[config.mk]
export PLATFORM = sky130hd
export DESIGN_NAME = decode_stage
export DESIGN_NICKNAME = d
export VERILOG_FILES = /design/src/rtl/rv_pkg.sv /design/src/rtl/decode_core.sv /design/src/rtl/decode_stage.sv
export SDC_FILE = /design/constraint.sdc
export NUM_CORES = 1
export LEC_CHECK = 0
export ABC_CLOCK_PERIOD_IN_PS = 2200
export CORE_ASPECT_RATIO = 0.75
export CORE_MARGIN = 5
export CORE_UTILIZATION = 51
export DETAILED_ROUTE_END_ITERATION = 7
export PLACE_DENSITY = 0.84
export SLEW_MARGIN = 10
export SYNTH_ARGS = -nofsm -noshare
export SYNTH_HDL_FRONTEND = slang
export SYNTH_SLANG_ARGS = --single-unit
[constraint.sdc]
create_clock -name clk -period 2.2 [get_ports clk]
set_input_delay 0.55 -clock clk [delete_from_list [all_inputs] [get_ports clk]]
set_output_delay 0.55 -clock clk [all_outputs]
set_load 0.1 [all_outputs]
[src/rtl/rv_pkg.sv]
// Shared RV32I decode definitions: opcodes, ALU control codes and the decoded payload types.
package rv_pkg;

  localparam int unsigned ImmW = 64;

  localparam logic [6:0] OpcR     = 7'b0110011;
  localparam logic [6:0] OpcILoad = 7'b0000011;
  localparam logic [6:0] OpcIAlu  = 7'b0010011;
  localparam logic [6:0] OpcS     = 7'b0100011;
  localparam logic [6:0] OpcB     = 7'b1100011;
  localparam logic [6:0] OpcLui   = 7'b0110111;
  localparam logic [6:0] OpcAuipc = 7'b0010111;
  localparam logic [6:0] OpcJal   = 7'b1101111;
  localparam logic [6:0] OpcJalr  = 7'b1100111;

  localparam logic [3:0] AluAdd  = 4'b0000;
  localparam logic [3:0] AluSll  = 4'b0001;
  localparam logic [3:0] AluSlt  = 4'b0010;
  localparam logic [3:0] AluSltu = 4'b0011;
  localparam logic [3:0] AluXor  = 4'b0100;
  localparam logic [3:0] AluSrl  = 4'b0101;
  localparam logic [3:0] AluOr   = 4'b0110;
  localparam logic [3:0] AluAnd  = 4'b0111;
  localparam logic [3:0] AluSub  = 4'b1000;
  localparam logic [3:0] AluSra  = 4'b1101;

  // imm is kept at the widest XLEN; the stage truncates to its own width.
  typedef struct packed {
    logic [4:0]      rs1;
    logic [4:0]      rs2;
    logic [4:0]      rd;
    logic [3:0]      alu_ctrl;
    logic [ImmW-1:0] imm;
    logic            op1_sel;
    logic            pc_sel;
    logic            w_en;
    logic            mw_en;
    logic            maddr_sel;
    logic [2:0]      dmem_ctrl;
    logic [2:0]      branch_ctrl;
    logic            jump_en;
    logic            link;
    logic            illegal;
  } decode_t;

  typedef struct packed {
    decode_t         dec;
    logic [ImmW-1:0] pc;
  } beat_t;

  typedef enum logic [1:0] {StEmpty, StOne, StTwo} buf_state_e;

  // Decode of addi x0,x0,0.
  localparam decode_t DecNop = '{op1_sel: 1'b1, w_en: 1'b1, alu_ctrl: AluAdd, default: '0};

endpackage

[src/rtl/decode_core.sv]
// Purely combinational RV32I instruction decoder producing the registered payload fields.
module decode_core
  import rv_pkg::*;
#(
  parameter int unsigned XLEN = 32
) (
  input  logic [31:0] inst_i,
  output decode_t     dec_o
);

  logic [6:0]      opcode;
  logic [2:0]      f3;
  logic [31:0]     imm32;
  logic [XLEN-1:0] imm_x;
  logic            legal;

  always_comb begin
    opcode = inst_i[6:0];
    f3     = inst_i[14:12];
    dec_o  = '0;
    imm32  = '0;
    legal  = 1'b1;

    case (opcode)
      OpcR: begin
        dec_o.rs1      = inst_i[19:15];
        dec_o.rs2      = inst_i[24:20];
        dec_o.rd       = inst_i[11:7];
        dec_o.alu_ctrl = {inst_i[30], f3};
        dec_o.w_en     = 1'b1;
      end
      OpcIAlu: begin
        dec_o.rs1      = inst_i[19:15];
        dec_o.rd       = inst_i[11:7];
        // inst[30] only selects SRAI vs SRLI; elsewhere it is immediate data.
        dec_o.alu_ctrl = {(f3 == 3'b101) & inst_i[30], f3};
        imm32          = {{20{inst_i[31]}}, inst_i[31:20]};
        dec_o.op1_sel  = 1'b1;
        dec_o.w_en     = 1'b1;
      end
      OpcILoad: begin
        dec_o.rs1       = inst_i[19:15];
        dec_o.rd        = inst_i[11:7];
        imm32           = {{20{inst_i[31]}}, inst_i[31:20]};
        dec_o.op1_sel   = 1'b1;
        dec_o.w_en      = 1'b1;
        dec_o.maddr_sel = 1'b1;
        dec_o.dmem_ctrl = f3;
      end
      OpcS: begin
        dec_o.rs1       = inst_i[19:15];
        dec_o.rs2       = inst_i[24:20];
        imm32           = {{20{inst_i[31]}}, inst_i[31:25], inst_i[11:7]};
        dec_o.op1_sel   = 1'b1;
        dec_o.mw_en     = 1'b1;
        dec_o.dmem_ctrl = f3;
      end
      OpcB: begin
        dec_o.rs1         = inst_i[19:15];
        dec_o.rs2         = inst_i[24:20];
        imm32             = {{19{inst_i[31]}}, inst_i[31], inst_i[7], inst_i[30:25],
                             inst_i[11:8], 1'b0};
        dec_o.branch_ctrl = f3;
        dec_o.jump_en     = 1'b1;
      end
      OpcLui: begin
        dec_o.rd      = inst_i[11:7];
        imm32         = {inst_i[31:12], 12'b0};
        dec_o.op1_sel = 1'b1;
        dec_o.w_en    = 1'b1;
      end
      OpcAuipc: begin
        dec_o.rd      = inst_i[11:7];
        imm32         = {inst_i[31:12], 12'b0};
        dec_o.op1_sel = 1'b1;
        dec_o.pc_sel  = 1'b1;
        dec_o.w_en    = 1'b1;
      end
      OpcJal: begin
        dec_o.rd      = inst_i[11:7];
        imm32         = {{11{inst_i[31]}}, inst_i[31], inst_i[19:12], inst_i[20],
                         inst_i[30:21], 1'b0};
        dec_o.op1_sel = 1'b1;
        dec_o.pc_sel  = 1'b1;
        dec_o.w_en    = 1'b1;
        dec_o.jump_en = 1'b1;
        dec_o.link    = 1'b1;
      end
      OpcJalr: begin
        dec_o.rs1     = inst_i[19:15];
        dec_o.rd      = inst_i[11:7];
        imm32         = {{20{inst_i[31]}}, inst_i[31:20]};
        dec_o.op1_sel = 1'b1;
        dec_o.w_en    = 1'b1;
        dec_o.jump_en = 1'b1;
        dec_o.link    = 1'b1;
      end
      default: legal = 1'b0;
    endcase

    if (inst_i[1:0] != 2'b11) legal = 1'b0;

    imm_x     = XLEN'($signed(imm32));
    dec_o.imm = ImmW'($signed(imm_x));

    if (!legal) begin
      dec_o.illegal = 1'b1;
      dec_o.w_en    = 1'b0;
      dec_o.mw_en   = 1'b0;
      dec_o.jump_en = 1'b0;
    end
  end

endmodule

[src/rtl/decode_stage.sv]
// Registered decode stage: decode_core feeding a valid/ready elastic buffer with flush.
module decode_stage
  import rv_pkg::*;
#(
  parameter int unsigned XLEN      = 32,
  parameter int unsigned SKID      = 1,
  parameter int unsigned RESET_NOP = 1
) (
  input  logic            clk,
  input  logic            rst_n,
  input  logic            in_valid,
  output logic            in_ready,
  input  logic [31:0]     in_inst,
  input  logic [XLEN-1:0] in_pc,
  input  logic            flush,
  output logic            out_valid,
  input  logic            out_ready,
  output logic [XLEN-1:0] out_pc,
  output logic [4:0]      out_rs1,
  output logic [4:0]      out_rs2,
  output logic [4:0]      out_rd,
  output logic [3:0]      out_alu_ctrl,
  output logic [XLEN-1:0] out_imm,
  output logic            out_op1_sel,
  output logic            out_pc_sel,
  output logic            out_w_en,
  output logic            out_mw_en,
  output logic            out_maddr_sel,
  output logic [2:0]      out_dmem_ctrl,
  output logic [2:0]      out_branch_ctrl,
  output logic            out_jump_en,
  output logic            out_link,
  output logic            out_illegal
);

  localparam beat_t ResetBeat = '{dec: (RESET_NOP != 0) ? DecNop : '0, pc: '0};

  decode_t    in_dec;
  beat_t      in_beat;
  beat_t      main_d, main_q, skid_d, skid_q;
  buf_state_e state_d, state_q;
  logic       accept, consume;

  decode_core #(
    .XLEN (XLEN)
  ) u_core (
    .inst_i (in_inst),
    .dec_o  (in_dec)
  );

  always_comb begin
    in_beat = '{dec: in_dec, pc: ImmW'(in_pc)};

    out_valid = (state_q != StEmpty);
    // A flushed beat is dropped, so the port can always report ready during flush.
    if (SKID != 0) begin
      in_ready = flush | (state_q != StTwo);
    end else begin
      in_ready = flush | (state_q == StEmpty) | out_ready;
    end
    accept  = in_valid & in_ready & ~flush;
    consume = out_valid & out_ready;

    state_d = state_q;
    main_d  = main_q;
    skid_d  = skid_q;

    if (flush) begin
      state_d = StEmpty;
    end else begin
      unique case (state_q)
        StEmpty: begin
          if (accept) begin
            main_d  = in_beat;
            state_d = StOne;
          end
        end
        StOne: begin
          if (accept && consume) begin
            main_d = in_beat;
          end else if (accept) begin
            skid_d  = in_beat;
            state_d = StTwo;
          end else if (consume) begin
            state_d = StEmpty;
          end
        end
        StTwo: begin
          if (consume) begin
            main_d  = skid_q;
            state_d = StOne;
          end
        end
        default: state_d = StEmpty;
      endcase
    end
  end

  always_ff @(posedge clk) begin
    if (!rst_n) begin
      state_q <= StEmpty;
      main_q  <= ResetBeat;
      skid_q  <= ResetBeat;
    end else begin
      state_q <= state_d;
      main_q  <= main_d;
      skid_q  <= skid_d;
    end
  end

  always_comb begin
    out_pc          = main_q.pc[XLEN-1:0];
    out_rs1         = main_q.dec.rs1;
    out_rs2         = main_q.dec.rs2;
    out_rd          = main_q.dec.rd;
    out_alu_ctrl    = main_q.dec.alu_ctrl;
    out_imm         = main_q.dec.imm[XLEN-1:0];
    out_op1_sel     = main_q.dec.op1_sel;
    out_pc_sel      = main_q.dec.pc_sel;
    out_w_en        = main_q.dec.w_en;
    out_mw_en       = main_q.dec.mw_en;
    out_maddr_sel   = main_q.dec.maddr_sel;
    out_dmem_ctrl   = main_q.dec.dmem_ctrl;
    out_branch_ctrl = main_q.dec.branch_ctrl;
    out_jump_en     = main_q.dec.jump_en;
    out_link        = main_q.dec.link;
    out_illegal     = main_q.dec.illegal;
  end

endmodule

======== Word-level counts from Yosys, hierarchy flattened ========
Index checks and enable logic that the tools add are counted.
word-level totals
  flip-flop bits (word level) ............. 196
  output and inout port bits .............. 99
  word-level logic and storage cells ...... 108
operators by class
  bitwise logic cells ..................... 8
  reductions and logical operators ........ 19
  mux-type cells .......................... 29
  equal/unequal tests ..................... 19
operators by type and width
  operator                                                         number
  161-bit 2-to-1 mux                                               3
  161-bit case mux with 3 select lines                             1
  32-bit case mux with 5 select lines                              1
  7-bit by 6-bit == test with 1-bit output, second input constant  3
  7-bit == test, second input constant                             3
  5-bit 2-to-1 mux                                                 3
  7-bit by 5-bit == test with 1-bit output, second input constant  2
  7-bit OR reduction                                               2
  2-bit 2-to-1 mux                                                 6
  2-bit inequality test, second input constant                     6
  1-bit 2-to-1 mux                                                 11
  2-bit OR reduction                                               5
  3-bit OR reduction                                               3
  9-bit OR reduction                                               1
  4-bit case mux with 2 select lines                               1
  4-bit AND reduction                                              2
  7-bit by 2-bit == test with 1-bit output, second input constant  1
  3-bit 2-to-1 mux                                                 2
  2-bit case mux with 3 select lines                               1
  6-bit OR reduction                                               1
  5-bit AND reduction                                              1
  1-bit bitwise AND                                                4
  3-bit == test, second input constant                             1
  3-bit inequality test, second input constant                     1
  8 further kinds                                                  10

======== Depth between registers and ports, before layout ========
  word-level depth ........................ 7
  mapped depth ............................ 8
  gate-level depth less buffers ........... 5

======== By module ========
Synthesis repeated with hierarchy kept, for this count alone.
second synthesis, totals
  cell total of the unflattened synthesis .. 1061
  area, all modules ....................... 9165.0 um2
modules (own cells, without submodules)
  module        cells each  seq. area each (um2)  area an instance (um2)  instances
  decode_stage  893         3923.8                8008.9                  1
  decode_core   168         0.0                   1156.1                  1

======== Worst setup path before layout ========
No wires, ideal clock.
  kind .................................... register -> output
  from .................................... reg state_q[1]
  to ...................................... out in_ready
  path buffers ............................ 3
  data required time ...................... 1.650 ns
  data arrival time ....................... 1.819 ns
  slack ................................... -0.169 ns
  stages on the path, launching flop included .. 6
  cells stage by stage .................... dfxtp_1 nor2b_1 buf_4 clkbuf_1 clkbuf_1 nand2b_1
on the way
  word-level cells in the longest chain between the ends .. 2
RTL lines
  item                    line                 text
  start, declared         decode_stage.sv:41   buf_state_e state_d, state_q;
  start signal, assigned  decode_stage.sv:101  state_q <= StEmpty;
  start signal, assigned  decode_stage.sv:105  state_q <= state_d;
  2-bit inequality test   decode_stage.sv:57   in_ready = flush | (state_q != StTwo);
  1-bit bitwise OR        decode_stage.sv:57
  end, declared           decode_stage.sv:12   output logic in_ready,
Every way passes these cells.

======== Worst setup path in the final report ========
  from .................................... in in_valid
  to ...................................... reg skid_q[77] (netlist name)
on the way
  word-level cells in the longest chain between the ends .. 5
RTL lines
  item                                line                 text
  start, declared                     decode_stage.sv:11   input logic in_valid,
  1-bit bitwise AND (*) (2 in a row)  decode_stage.sv:61   accept = in_valid & in_ready & ~flush;
  1-bit logical AND                   decode_stage.sv:79   if (accept && consume) begin
  1-bit inverter (no line)            --
  4-bit AND reduction (no line) (*)   --
  end signal, assigned                decode_stage.sv:103  skid_q <= ResetBeat;
  end signal, assigned                decode_stage.sv:107  skid_q <= skid_d;
  end, declared                       decode_stage.sv:40   beat_t main_d, main_q, skid_d, skid_q;
Mark *: on every way between the ends. The rest lies on a longest branch, timed or not.
A chain may end at the register's enable or synchronous reset.

==> metrics.cfg <==
[sta]
max_slew.worst_pin.slew_ns=0.623
max_freq_mhz=483
whs_ns=0.454
finClkSkew_ns=0.00558
finalMaxSlewViolations=0
hold_viol_final=0
max_slew_margin=0.585
fin_crit_sh=0.941
rsz0062_at_grt=false
fin_crit_ns=2.07
final-setup-viol-count=0

[yosys]
syn_area_mm2=0.00801
synth_edf_count=0
yosys-top-cells-count=nand2_1 (227), dfxtp_1 (196), a21oi_1 (125), o21ai_0 (86), nor2_1 (69)
synth_flop_cell=dfxtp_1
ys_warn_count=0
synth_area_leaders=dfxtp_1 (49%), nand2_1 (11%), a21oi_1 (7.8%), o21ai_0 (5.4%), a221oi_1 (4.2%)
synth-seq-cells=196
syn-num-nets=1064
async_flop_share=0
ys_types=50
syn_area_per_cell_um2=8.05
post-synth-top-area-cell=dfxtp_1
synth_seq_area_share=0.490
yosysTopAreaCellShare=0.490
synth_cells=995
synth_most_common_cell=nand2_1

[power_and_ir_drop]
total_power_mw=8.47
p_clk_frac=0.362
p_seq_frac=0.442
power_frac_comb=0.196
leakagePower_nw=4.12
power.switching_mw=2.59
switching_share=0.306
ir_worst_vdd_mv=0.627
p_per_area_mw_per_mm2=788
p_int_mw=5.88

[cells_and_area]
diodes=0
num-fill-cells=1203
fin_util=0.701
drive_gt1_frac=0.195
syn_to_final_growth_pct=34.1
fin_nets=1234
final_cell_area_mm2=0.0107
stdcell_count=1382

[die]
rows=39
die_w_um=155
initial_core_util=0.523
die-height_um=119
io_pins=168
design.die.area_mm2=0.0183
coreArea_mm2=0.0153

[detailed_routing]
viasPerCell=5.92
post_drt_wl_per_cell_um=17.9
drc=0
dr.pass1.iters=6
vias=8188
routed_wl_um=24700
drt_first_iter_violations=915
ant_nets=0

[clock_network]
cts_buffers=17
clockBufferDepth=2
clk_latency_ns=0.43
cts_tree=built
htree_levels=4
path_clk_slew_ns=0.07
cts_hold_buf=0
root_buffer=clkbuf_16
cts.sinks=196

[worst_setup_path]
required_ns=2.48
path_class=input port to flip-flop
worstSetupStartpoint=in_valid
crit_path_start_kind=input port
r2r_slack_ns=0.38
r2r_start=state_q[0]
worstPathMaxFanout=6
critPathArrivalTime_ns=2.35
reg2reg_to=skid_q[77]
crit_path_end_kind=flip-flop
r2r_cells=4

[grt]
antenna_found_initial=0
first_global_vias=7705
grt_max_degree=84
gr-total-overflow=0
grt_usage=0.265
grt_pass1_wl_um=39900

[flow_run]
cap_violations=0

[outcome]
status=complete, no violations

[worst_hold_path]
min_from=skid_q[148]
min_path_cells=2
worstHoldEndpoint=skid_q[148]
hold_class=flip-flop to flip-flop

[placement]
dpl-instance-area_mm2=0.0101
port_buffers=167
hpwl_um=16700
globalplace.congestion=0.945
placed_cells=1349

==> area by class of cell <==
cell class | instances | area (µm²) | area share
Inverter | 2 | 10.0 | 0.000932
Tap cell | 205 | 256 | 0.0239
Clock buffer | 22 | 474 | 0.0441
Timing Repair Buffer | 245 | 2290 | 0.213
Multi-Input combinational cell | 703 | 3680 | 0.343
Clock inverter | 9 | 104 | 0.00966
Sequential cell | 196 | 3930 | 0.365
==> layer usage <==
| layer | GRT usage | up-vias | share of wire |
|---|---|---|---|
| met3 | 0.0712 | 45 | 0.097 |
| met2 | 0.402 | 418 | 0.45 |
| met1 | 0.370 | 3855 | 0.43 |
| li1 | - | 3870 | - |
| met4 | 0.0838 | 0 | 0.020 |
| met5 | 0 | - | 0 |
==> cells by family after synthesis <==
group	synth area share
simple gates	0.201
compound gates	0.255
flops	0.490
buf+inv	0.0543
==> layout by cell type, fill, tap and decap left out, drive strengths merged, types with 2 or more instances in the layout <==
cell type	instances
nand2	227
a311oi	38
clkinvlp	2
a221oi	38
a211o	2
o21ai	87
a32o	6
nor3	5
a2111oi	2
buf	177
a21oi	128
a31oi	3
nand3	45
bufinv	2
a211oi	2
dfxtp	196
clkbuf	22
nor2	70
inv	2
o211ai	8
nand2b	6
clkinv	5
o31ai	2
and3	4
nand4	6
or2	3
nor4	2
clkdlybuf4s50	67
a22oi	3
nor2b	4
==> worst max path at each step <==
stage	to	slack, ns	cells after the start
2_1_floorplan	in_ready	0.04	5
3_3_place_gp	skid_q[77]	-0.25	5
3_5_place_dp	skid_q[77]	-0.38	5
4_1_cts	in_ready	0.009	4
5_1_grt	skid_q[95]	0.02	7
6_report	skid_q[77]	0.13	5
==> state kept, by name, indices dropped and copies added, names as in the netlist, 3 cells and up <==
register / flops
out_rd: 5
out_pc: 32
skid_q: 97
out_alu_ctrl: 4
out_imm: 32
out_rs1: 5
out_branch_ctrl: 3
out_dmem_ctrl: 3
out_rs2: 5
==> power by group through the flow <==
stage          combinational (mW)  clock (mW)  sequential [mW]
2_1_floorplan               0.352           0             4.57
3_3_place_gp                 1.63           0             3.81
3_5_place_dp                 1.65           0             3.82
4_1_cts                      1.65        3.09             3.74
5_1_grt                      1.73        3.24             3.75
6_report                     1.66        3.07             3.74
==> through the flow <==
| step | setup WS, ns | TNS (ns) |
|---|---|---|
| global route | 0.0191 | 0 |
| global placement | -0.248 | -32.88 |
| detailed placement | -0.378 | -47.90 |
| floorplan | 0.0395 | 0 |
| CTS | 0.00888 | 0 |
| finish | 0.130 | 0 |
==> worst max-delay path, cell delays in order <==
cell and delay [ns]:
clkdlybuf4s50_1 0.50, nor2b_2 0.26, or3b_4 0.48, a2111oi_1 0.42, o21ai_1 0.14
==> what timing repair did <==
action                                  CTS  global route
endpoints found under the setup margin    1            76
cloned                                    1             0
endpoints found under the hold margin     0             0
buffers inserted                          0             1
gates resized for setup                   0             4
Note: power is estimated with default switching activity, not from simulation.
